==> config.mk <==
export PLATFORM = sky130hd
export DESIGN_NAME = spi_host_master
export DESIGN_NICKNAME = d
export VERILOG_FILES = /design/src/rtl/spi_host_master.sv
export SDC_FILE = /design/constraint.sdc
export NUM_CORES = 1
export LEC_CHECK = 0
export ABC_AREA = 1
export BUFFER_PORTS_ARGS = -buffer_cell sky130_fd_sc_hd__buf_4
export CAP_MARGIN = 10
export CORE_MARGIN = 3
export CORE_UTILIZATION = 50
export CTS_CLUSTER_DIAMETER = 50
export DETAILED_ROUTE_END_ITERATION = 7
export GPL_ROUTABILITY_DRIVEN = 0
export PLACE_DENSITY_LB_ADDON = 0.1
export SETUP_SLACK_MARGIN = 0.02
export SYNTH_ARGS = -nofsm -noshare
export SYNTH_HDL_FRONTEND = slang
export SYNTH_SLANG_ARGS = --single-unit
==> constraint.sdc <==
create_clock -name clk -period 5.1 [get_ports clk]
set_input_delay 0.765 -clock clk [delete_from_list [all_inputs] [get_ports clk]]
set_output_delay 0.765 -clock clk [all_outputs]
set_load 0.02 [all_outputs]
==> src/rtl/spi_host_master.sv <==
// Mode-0, MSB-first SPI byte master for the control CPU. It drives the guest core's
// SCK/DI pins and its four active-low selects, and samples DO through a 2-flop synchroniser.
module spi_host_master #(
  parameter int unsigned DIV_MIN = 2
) (
  input  logic       clk,
  input  logic       reset,
  input  logic [7:0] div,
  input  logic [1:0] cs_sel,
  input  logic       cs_active,
  input  logic       tx_req,
  input  logic [7:0] tx_data,
  output logic       busy,
  output logic [7:0] rx_data,
  output logic       rx_valid,
  output logic       spi_sck,
  output logic       spi_mosi,
  input  logic       spi_miso,
  output logic       spi_conf_n,
  output logic       spi_ss2_n,
  output logic       spi_ss3_n,
  output logic       spi_ss4_n
);

  localparam logic [7:0] DIV_FLOOR = 8'(DIV_MIN);

  typedef enum logic [1:0] {IDLE, LO, HI} state_t;

  state_t     state_q, state_d;
  logic [7:0] half_q, half_d;
  logic [7:0] cnt_q, cnt_d;
  logic [2:0] bit_q, bit_d;
  logic [7:0] shift_q, shift_d;
  logic [7:0] rx_shift_q, rx_shift_d;
  logic [7:0] rx_data_q, rx_data_d;
  logic       rx_valid_q, rx_valid_d;
  logic       busy_q, busy_d;
  logic       sck_q, sck_d;
  logic       mosi_q, mosi_d;
  logic [3:0] sel_n_q, sel_n_d;
  logic       miso_s1_q, miso_s2_q;
  logic [7:0] div_eff;

  assign div_eff = (div < DIV_FLOOR) ? DIV_FLOOR : div;

  // A phase ends when cnt reaches half, so each SCK level lasts half+1 clocks.
  always_comb begin
    state_d    = state_q;
    half_d     = half_q;
    cnt_d      = cnt_q;
    bit_d      = bit_q;
    shift_d    = shift_q;
    rx_shift_d = rx_shift_q;
    rx_data_d  = rx_data_q;
    rx_valid_d = 1'b0;
    busy_d     = busy_q;
    sck_d      = sck_q;
    mosi_d     = mosi_q;
    sel_n_d    = sel_n_q;

    // Selects only move while idle, keeping SCK edges clear of select edges.
    if (!busy_q) begin
      sel_n_d = 4'hF;
      if (cs_active) sel_n_d[cs_sel] = 1'b0;
    end

    case (state_q)
      IDLE: begin
        if (tx_req) begin
          shift_d = tx_data;
          half_d  = div_eff;
          bit_d   = 3'd7;
          cnt_d   = 8'd0;
          mosi_d  = tx_data[7];
          sck_d   = 1'b0;
          busy_d  = 1'b1;
          state_d = LO;
        end
      end
      LO: begin
        if (cnt_q == half_q) begin
          cnt_d   = 8'd0;
          sck_d   = 1'b1;
          state_d = HI;
        end else begin
          cnt_d = cnt_q + 8'd1;
        end
      end
      HI: begin
        if (cnt_q == half_q) begin
          cnt_d      = 8'd0;
          sck_d      = 1'b0;
          rx_shift_d = {rx_shift_q[6:0], miso_s2_q};
          if (bit_q != 3'd0) begin
            bit_d   = bit_q - 3'd1;
            shift_d = {shift_q[6:0], 1'b0};
            mosi_d  = shift_q[6];
            state_d = LO;
          end else begin
            rx_data_d  = {rx_shift_q[6:0], miso_s2_q};
            rx_valid_d = 1'b1;
            busy_d     = 1'b0;
            state_d    = IDLE;
          end
        end else begin
          cnt_d = cnt_q + 8'd1;
        end
      end
      default: state_d = IDLE;
    endcase
  end

  always_ff @(posedge clk) begin
    if (reset) begin
      state_q    <= IDLE;
      half_q     <= 8'd0;
      cnt_q      <= 8'd0;
      bit_q      <= 3'd0;
      shift_q    <= 8'd0;
      rx_shift_q <= 8'd0;
      rx_data_q  <= 8'd0;
      rx_valid_q <= 1'b0;
      busy_q     <= 1'b0;
      sck_q      <= 1'b0;
      mosi_q     <= 1'b0;
      sel_n_q    <= 4'hF;
      miso_s1_q  <= 1'b0;
      miso_s2_q  <= 1'b0;
    end else begin
      state_q    <= state_d;
      half_q     <= half_d;
      cnt_q      <= cnt_d;
      bit_q      <= bit_d;
      shift_q    <= shift_d;
      rx_shift_q <= rx_shift_d;
      rx_data_q  <= rx_data_d;
      rx_valid_q <= rx_valid_d;
      busy_q     <= busy_d;
      sck_q      <= sck_d;
      mosi_q     <= mosi_d;
      sel_n_q    <= sel_n_d;
      miso_s1_q  <= spi_miso;
      miso_s2_q  <= miso_s1_q;
    end
  end

  assign busy       = busy_q;
  assign rx_data    = rx_data_q;
  assign rx_valid   = rx_valid_q;
  assign spi_sck    = sck_q;
  assign spi_mosi   = mosi_q;
  assign spi_conf_n = sel_n_q[0];
  assign spi_ss2_n  = sel_n_q[1];
  assign spi_ss3_n  = sel_n_q[2];
  assign spi_ss4_n  = sel_n_q[3];

endmodule

# Word level (Yosys, flattened, before mapping)
# Cells that the tools add are included.
# op_classes
muxes	33
bitwise	4
order_cmp	3
n_reduce_logical	16
eq_ne	8
add_sub_neg	2
# ops
op	count
$mux W8	3
$mux W7	3
$pmux W8 S2	1
$pmux W7 S2	1
$mux W1	12
$reduce_and A4 Y1	3
$ne A2 B2 Y1 const B	5
$mux W3	3
$add A8 B1 Y8 const B	1
$eq A8 B8 Y1	1
$lt A8 B2 Y1 const B	1
$mux W2	3
$pmux W2 S3	1
$pmux W3 S2	1
$reduce_and A2 Y1	3
$reduce_and A3 Y1	2
$reduce_bool A3 Y1	2
$mux W4	1
$not A4 Y4	1
$pmux W1 S2	2
$reduce_bool A2 Y1	2
$lt A2 B3 Y1 const B	1
$not A1 Y1	3
$pmux W1 S3	1
9 further kinds	9
# totals
register_bits	53
elab_cells	80
output_inout_bits	16
inputBits	23

# Depth between registers and ports, before layout
# Gate-level depths: netlist of run 1.
# depth
ltp_word	6
mapped_depth	12
mapped_depth_nobuf	11

# Worst setup path after synthesis of run 1
# OpenSTA, ideal clock, no wires.
# synth_path
path_kind	input to register
from	input tx_req
to	register cnt_q[7]
setup_time_ns	0.121
t_arrival_ns	1.592
required_time_ns	4.979
cell_stages	9
slack_ns	3.387
path_buffers	0
cell_sequence	inv_1 -> nand2_4 -> nand2_1 -> nor2_1 -> nand2_1 -> nor2_1 -> nand3_1 -> xor2_1 -> nor2_1
# synth_via
elab_chain_len	2
# synth_rtl
element	line	text
from (decl)	11	input logic tx_req,
$ne A2 B2 Y1 (no source line)	--	
$reduce_and A2 Y1 (no source line)	--	
to (signal assigned)	132	cnt_q <= cnt_d;
to (decl)	31	logic [7:0] cnt_q, cnt_d;
# Every way passes these cells.
# A chain may end at the register's enable or synchronous reset.

# Final worst setup path of run 1
# layout_path
from	register state_q[0]
to	register bit_q[2]
# layout_via
elab_chain_len	3
elab_cells_between_ends	8
# layout_rtl
element	line	text
from (decl)	29	state_t state_q, state_d;
from (signal assigned)	130	state_q <= state_d;
$eq A2 B2 Y1 / $logic_not A2 Y1 (equally long branches)	67	case (state_q)
$ne A2 B2 Y1 (no source line) / $reduce_bool A2 Y1 (equally long branches)	--	
$reduce_and A4 Y1 (no source line)	--	
to (signal assigned)	133	bit_q <= bit_d;
to (decl)	32	logic [2:0] bit_q, bit_d;
# Several ways; a longest one is shown, not always the timed one.

==> results of run 1 <==
[cell usage in the layout, fill, tap and decap left out]
cell / instances
nor4_1: 2
nand3_4: 1
nor3_1: 8
nand3_1: 9
nand3_2: 1
o21ai_2: 1
o21ai_1: 1
a31oi_1: 1
nor2_4: 2
clkbuf_8: 7
xor2_1: 3
nand4_1: 4
xnor2_1: 3
inv_6: 1
a21oi_1: 25
nor2_2: 2
ha_1: 7
nand2_1: 85
inv_1: 46
dfxtp_1: 53
nand2_4: 2
buf_4: 38
nand2_2: 4
o21ai_0: 32
inv_2: 5
nor2_1: 39
[cell type report]
type	instances	area, um2
Clock inverter	1	8.76
Timing Repair Buffer	38	285
Inverter	51	191
Multi-Input combinational cell	232	1140
Fill cell	425	1670
Tap cell	65	81.3
Clock buffer	7	96.3
Sequential cell	53	1060
[per-layer routing]
metal	vias up	part of all wire, %
li1	1160	-
met1	915	50
met2	32	45
met3	6	4.1
met4	0	1.5
met5	-	0
[metrics by stage]
| step | power, mW | hold WS, ns |
|---|---|---|
| after floorplan | 1.01 | 0.388 |
| after global placement | 1.11 | 0.390 |
| after detailed placement | 1.12 | 0.396 |
| after CTS | 1.39 | 0.409 |
| after global routing | 1.50 | 0.424 |
| final | 1.38 | 0.407 |
[state kept, by name (all words and copies together) (netlist names)]
register    flops
miso_s1_q       1
miso_s2_q       1
half_q          8
sel_n_q         4
cnt_q           8
rx_data         8
state_q         2
busy            1
spi_mosi        1
rx_valid        1
spi_sck         1
shift_q         7
rx_shift_q      7
bit_q           3
[critical path, cell delays in order, from the launching register on]
cell and delay, ns:
dfxtp_1 0.37, inv_1 0.12, ha_1 0.45, inv_2 0.22
o21ai_2 0.20, o21ai_1 0.09, inv_2 0.11, nand3_4 0.20
nand2_1 0.11, nand2_1 0.05, nor2_1 0.12
[report_power, final]
group	internal, mW	switching (mW)
Combinational	0.195	0.365
Sequential	0.504	0.0494
Clock	0.126	0.138
[how the worst max path moves through the flow]
| stage | cells past startpoint | startpoint | endpoint |
|---|---|---|---|
| after CTS | 10 | state_q[0]$_SDFFE_PP0P_ | bit_q[2]$_SDFFE_PP0P_ |
| final | 10 | state_q[0]$_SDFFE_PP0P_ | bit_q[2]$_SDFFE_PP0P_ |
| after detailed placement | 4 | reset | cnt_q[5]$_SDFFE_PP0P_ |
| after global placement | 4 | reset | cnt_q[5]$_SDFFE_PP0P_ |
| after global routing | 10 | state_q[0]$_SDFFE_PP0P_ | shift_q[3]$_SDFFE_PP0P_ |
| after floorplan | 9 | tx_req | cnt_q[7]$_SDFFE_PP0P_ |
[kinds of logic (layout without fill, tap and decap cells)]
| group | Yosys count | in the layout |
|---|---|---|
| buf+inv | 59 | 97 |
| flops | 53 | 53 |
| xor+xnor | 6 | 6 |
| simple gates | 159 | 159 |
| fa+ha+maj | 7 | 7 |
| compound gates | 60 | 60 |
==> out/summary.txt, run 1 <==
Status -> complete, no violations
Top achievable clock speed -> 0.475 GHz
P_leak -> 1.36 nW
Layout area overhead -> 17.4%
All-Layer GR Usage -> 17.5%
Cts hold-fix bufs -> 0
Dpl cells -> 439
Fin crit share -> 41.3%
Final non-filler cell total -> 447
Die Ht -> 75.9 um
Root Buffer -> clkbuf_8
Adder-Cell Fraction of Synth Area -> 3.59%
R2r setup slk -> 2.99 ns
Number of remaining DRC errors -> 0
MaxCap Viol Count -> 0
Async SR Flop Fraction -> 0%
DIE AREA -> 5760 um2
Startpoint Class -> flop
Setup TNS -> 0 ns
Total length of routed wires -> 4600 um
Clock Sinks -> 53
Initial antenna violation count -> 0
Top post-synthesis cells by area -> dfxtp_1 (43%), nand2_1 (13%), inv_1 (7.1%)
Cell taking the most area after synthesis -> dfxtp_1
Synth Instances -> 344
Final min period -> 2.11 ns
Diodes inserted -> 0
# port buffers -> 38
Nets -> 411
Clk_lat worst skew -> 0.31 ns
Die W -> 75.9 um
Largest family of logic cells by synthesized area -> simple AND/OR/NAND/NOR gates
GRT met2 Usage -> 28.8%
Area share of the largest cell type after synthesis -> 43.4%
Mux cell area share after synthesis -> 0%
CTS tree -> built
Number of global-route vias before repair -> 1,835
Placed cell areas -> 2760 um2
Least-Margin Pin Slew -> 0.931 ns
Worst-path fanout max -> 19
CTS max path bufs -> 2
EDFF count, synth -> 0
Final setup fails -> 0
Most common cell in the netlist -> nand2_1
Pre-CTS setup slack -> 2.80 ns
Area of the mapped netlist -> 2440 um2
Average cell area after synthesis -> 7.10 um2
Drt pass-1 iters -> 4
GR Util met1 -> 22.6%
Relative slew slack -> 37.9%
Worst reg-to-reg path cell count -> 10
Hold crit path type -> reg -> reg
End point of the worst hold path -> miso_s2_q$_SDFF_PP0_
Hold path startpoint -> miso_s1_q$_SDFF_PP0_
Finished Cell Area -> 2870 um2
CTS Buf Count -> 5
Syn_nets -> 374
Synth Area in Compound Gates -> 12.5%
Initial core utilization -> 53.9%
Worst-path clk slew -> 0.10 ns
Core area -> 4530 um2
Largest net degree at the start of global routing -> 36
Setup CP Type -> reg -> reg
Grt total ovfl -> 0
Post_cts resized -> 0
RSZ-0062 raised after global routing -> false
Vias per inst -> 4.73
Worst R2R End -> bit_q[2]$_SDFFE_PP0P_
Total vias in the final route -> 2,113
RR Startpoint -> state_q[0]$_SDFFE_PP0P_
Global-route wire length before repair -> 7840 um
Slew Limit Fails -> 0
Arr. time, crit path -> 2.36 ns
Synth warnings -> 0
Setup Buffers After CTS -> 0
FP Rows -> 24
Detail Route Antenna Nets -> 0
Post-route setup slack -> 2.99 ns
Post-Synth Simple-Gate Area -> 28.6%
DR iter-0 viols -> 79
Synthesized flop and latch total -> 53
Peak VDD IR -> 0.259 mV
Prevailing post-synth register cell -> dfxtp_1
Hold path cells -> 2
CP endpoint kind -> flop
Layout Utilization -> 63.2%
Post-synthesis xor/xnor area fraction -> 2.15%
Sequential area share after synthesis -> 43.4%
IO Pins -> 39
Htree depth -> 2
Mean routed wirelength per cell -> 10.3 um
Cell variety after synth -> 28
M3 GR Usage -> 4.09%
Global routing's busiest layer -> met2
Commonest cells in the synthesized netlist -> nand2_1 (85), dfxtp_1 (53), inv_1 (46), nor2_1 (39), o21ai_0 (32)
Fin. Hold Viols -> 0
Req. time, crit path -> 5.35 ns
Dpl hpwl -> 3350 um
Worst Skew -> 0.00732 ns
Pwr dens -> 480 nW/um2
Layout cell share with drive strength beyond 1 -> 16.8%
Power figures use the tool's default switching activity.
==> run 2, diff against run 1 <==
ABC_AREA = 0   (was 1)
clock period = 1.9 ns   (was 5.1 ns; I/O delays follow)
==> run 2 against run 1 <==
Against the previous run: highest routed layer unchanged; first-iteration DRC count up 38%; die area up 1.1%; register-to-register slack worse by 2.8 ns; sequential share of layout area down 2.0 points; final area up 5.6%; synthesized area up 1.2%; synthesized cell count down 23%; clock-buffer cell count down 2; critical path depth down 4; clock skew up 0.0037 ns; power rose to 2.5 times the previous value; non-clock buffer count up 14.
==> out/summary.txt, run 2 <==
Layout area overhead -> 22.5%
Total power -> 3.48 mW (+150%)
EDFF count, synth -> 0 (unchanged)
Min Hold Slack -> 0.208 ns (-0.199 ns)
Post-route setup slack -> 0.154 ns (-2.84 ns)
WP buf/inv -> 1 (-2)
Root Buffer -> clkbuf_8
Number of global-route vias before repair -> 1,894 (+3.2%)
Worst-path clk slew -> 0.10 ns (about the same)
# port buffers -> 38 (unchanged)
CTS Buf Count -> 5 (unchanged)
Htree depth -> 2 (unchanged)
Synth warnings -> 0 (unchanged)
Vias per inst -> 5.25 (+11%)
Sequential area share after synthesis -> 42.9% (-0.53 points)
Most frequent cells in the layout -> dfxtp_1 (53), buf_4 (50), a21oi_1 (28)
Total vias in the final route -> 1,979 (-6.3%)
Top post-synthesis cells by area -> dfxtp_1 (43%), mux2i_1 (6.1%), a21oi_1 (5.9%)
Final setup fails -> 0 (unchanged)
Detail Route Antenna Nets -> 0 (unchanged)
Syn_nets -> 296 (-21%)
Pre-CTS setup slack -> -0.0459 ns (-2.85 ns)
Global-route wire length before repair -> 8780 um (+12%)
Die Ht -> 76.3 um (+0.57%)
Commonest cells in the synthesized netlist -> dfxtp_1 (53), a21oi_1 (29), nand2_1 (27), nor2_1 (24), mux2i_1 (15)
MaxCap Viol Count -> 0 (unchanged)
Dpl cells -> 365 (-17%)
Total length of routed wires -> 5140 um (+12%)
Slew Limit Fails -> 0 (unchanged)
CTS max path bufs -> 2 (unchanged)
Critical path's top delay family -> simple AND/OR/NAND/NOR gates
Final min period -> 1.75 ns (-0.361 ns)
Setup TNS -> 0 ns (unchanged)
CTS tree -> built
Average cell area after synthesis -> 9.29 um2 (+31%)
Placed cell areas -> 2850 um2 (+3.3%)
P_leak -> 1.12 nW (-18%)
Area share of the largest cell type after synthesis -> 42.9% (-0.53 points)
Fin crit share -> 91.9% (+51 points)
Area of the mapped netlist -> 2470 um2 (+1.2%)
Cell taking the most area after synthesis -> dfxtp_1
Final non-filler cell total -> 377 (-16%)
Hold crit path type -> in -> reg
Worst-path fanout max -> 7 (-12)
Clk_lat worst skew -> 0.30 ns (about the same)
Status -> complete, no violations
Initial core utilization -> 54.2% (+0.30 points)
Layout cell share with drive strength beyond 1 -> 26.6% (+9.8 points)
Setup CP Type -> reg -> reg
Crit-path cells -> xnor2_2 -> nand4_2 -> o21ai_4 -> and2_1 -> buf_12 -> a211oi_2
Dpl hpwl -> 3730 um (+11%)
Startpoint Class -> flop
Slowest library cell on the worst path -> dfxtp_1
Relative slew slack -> 75.0% (+37 points)
FP Rows -> 24 (unchanged)
Worst Skew -> 0.0110 ns (+0.00371 ns)
Req. time, crit path -> 2.09 ns (-3.26 ns)
Diodes inserted -> 0 (unchanged)
Max incr delay on CP -> 0.48 ns (+0.03 ns)
DR iter-0 viols -> 109 (+38%)
Least-Margin Pin Slew -> 0.375 ns (-0.556 ns)
Top achievable clock speed -> 0.573 GHz (+21%)
Peak VDD IR -> 0.716 mV (+180%)
Initial antenna violation count -> 0 (unchanged)
Mean routed wirelength per cell -> 13.6 um (+32%)
Synth Instances -> 266 (-23%)
Finished Cell Area -> 3030 um2 (+5.6%)
Nets -> 341 (-17%)
Core area -> 4560 um2 (+0.66%)
Die W -> 76.3 um (+0.57%)
Clock Sinks -> 53 (unchanged)
Async SR Flop Fraction -> 0% (unchanged)
Synthesized flop and latch total -> 53 (unchanged)
Largest net degree at the start of global routing -> 36 (unchanged)
Cell variety after synth -> 46 (+64%)
Most common cell in the netlist -> dfxtp_1
Prevailing post-synth register cell -> dfxtp_1
Grt total ovfl -> 0 (unchanged)
All-Layer GR Usage -> 17.9% (+0.37 points)
Fin. Hold Viols -> 0 (unchanged)
Arr. time, crit path -> 1.94 ns (-0.42 ns)
RSZ-0062 raised after global routing -> false
Most common cell after layout, fill and taps aside -> dfxtp_1
CP endpoint kind -> flop
Layout Utilization -> 66.3% (+3.1 points)
DIE AREA -> 5820 um2 (+1.1%)
Drt pass-1 iters -> 4 (unchanged)
IO Pins -> 39 (unchanged)
Number of remaining DRC errors -> 0 (unchanged)
Pwr dens -> 1150 nW/um2 (+140%)
[run 2: cell families (layout without fill, tap and decap cells)]
logic type	Yosys count	after routing	synth area share [%]
AND/OR/NAND/NOR	93	93	19.5
multiplexers	15	15	6.07
XOR/XNOR	15	15	6.83
flip-flops	53	53	42.9
AO/OA/AOI/OAI	62	62	17.2
adder cells (fa/ha/maj)	7	7	3.54
buffers and inverters	21	67	4.00
[run 2: repair_timing]
action / CTS / global route
setup endpoints to repair: 9 / 23
hold buffers: 0 / 0
setup buffers: 0 / 4
gates resized for setup: 1 / 6
[run 2: path summary, 6_finish.rpt]
path	end	cells past startpoint	slack, ns	startpoint
worst min register to register	miso_s2_q$_SDFF_PP0_	1	0.45	miso_s1_q$_SDFF_PP0_
worst min-delay path	miso_s1_q$_SDFF_PP0_	2	0.21	spi_miso
worst max register to register	shift_q[6]$_SDFFE_PP0P_	6	0.15	cnt_q[4]$_SDFFE_PP0P_
worst max-delay path	shift_q[6]$_SDFFE_PP0P_	6	0.15	cnt_q[4]$_SDFFE_PP0P_
[run 2: final cells by class]
class	instances	area, um2
clock buffer	5	68.8
tap	65	81.3
inverter	7	26.3
sequential	53	1060
multi-input combinational	192	1340
clock inverter	3	47.5
timing repair buffer	52	407
fill	404	1540
[run 2: routing by layer]
layer	GRT usage (%)	up-vias	part of all wire, %
met5	0	-	0
met4	3.80	0	0.29
met3	4.02	2	4.0
met2	29.1	36	46
met1	24.3	923	50
li1	-	1018	-
[run 2: worst register-to-register path, cell delays in order, from the launching register on]
cell      delay (ns)
dfxtp_1         0.48
xnor2_2         0.16
nand4_2         0.27
o21ai_4         0.30
and2_1          0.23
buf_12          0.14
a211oi_2        0.06
[run 2: where the power goes]
group	internal [mW]	leakage (nW)	switching, mW
combinational	0.564	0.630	0.735
sequential	1.27	0.433	0.121
clock	0.402	0.0591	0.387
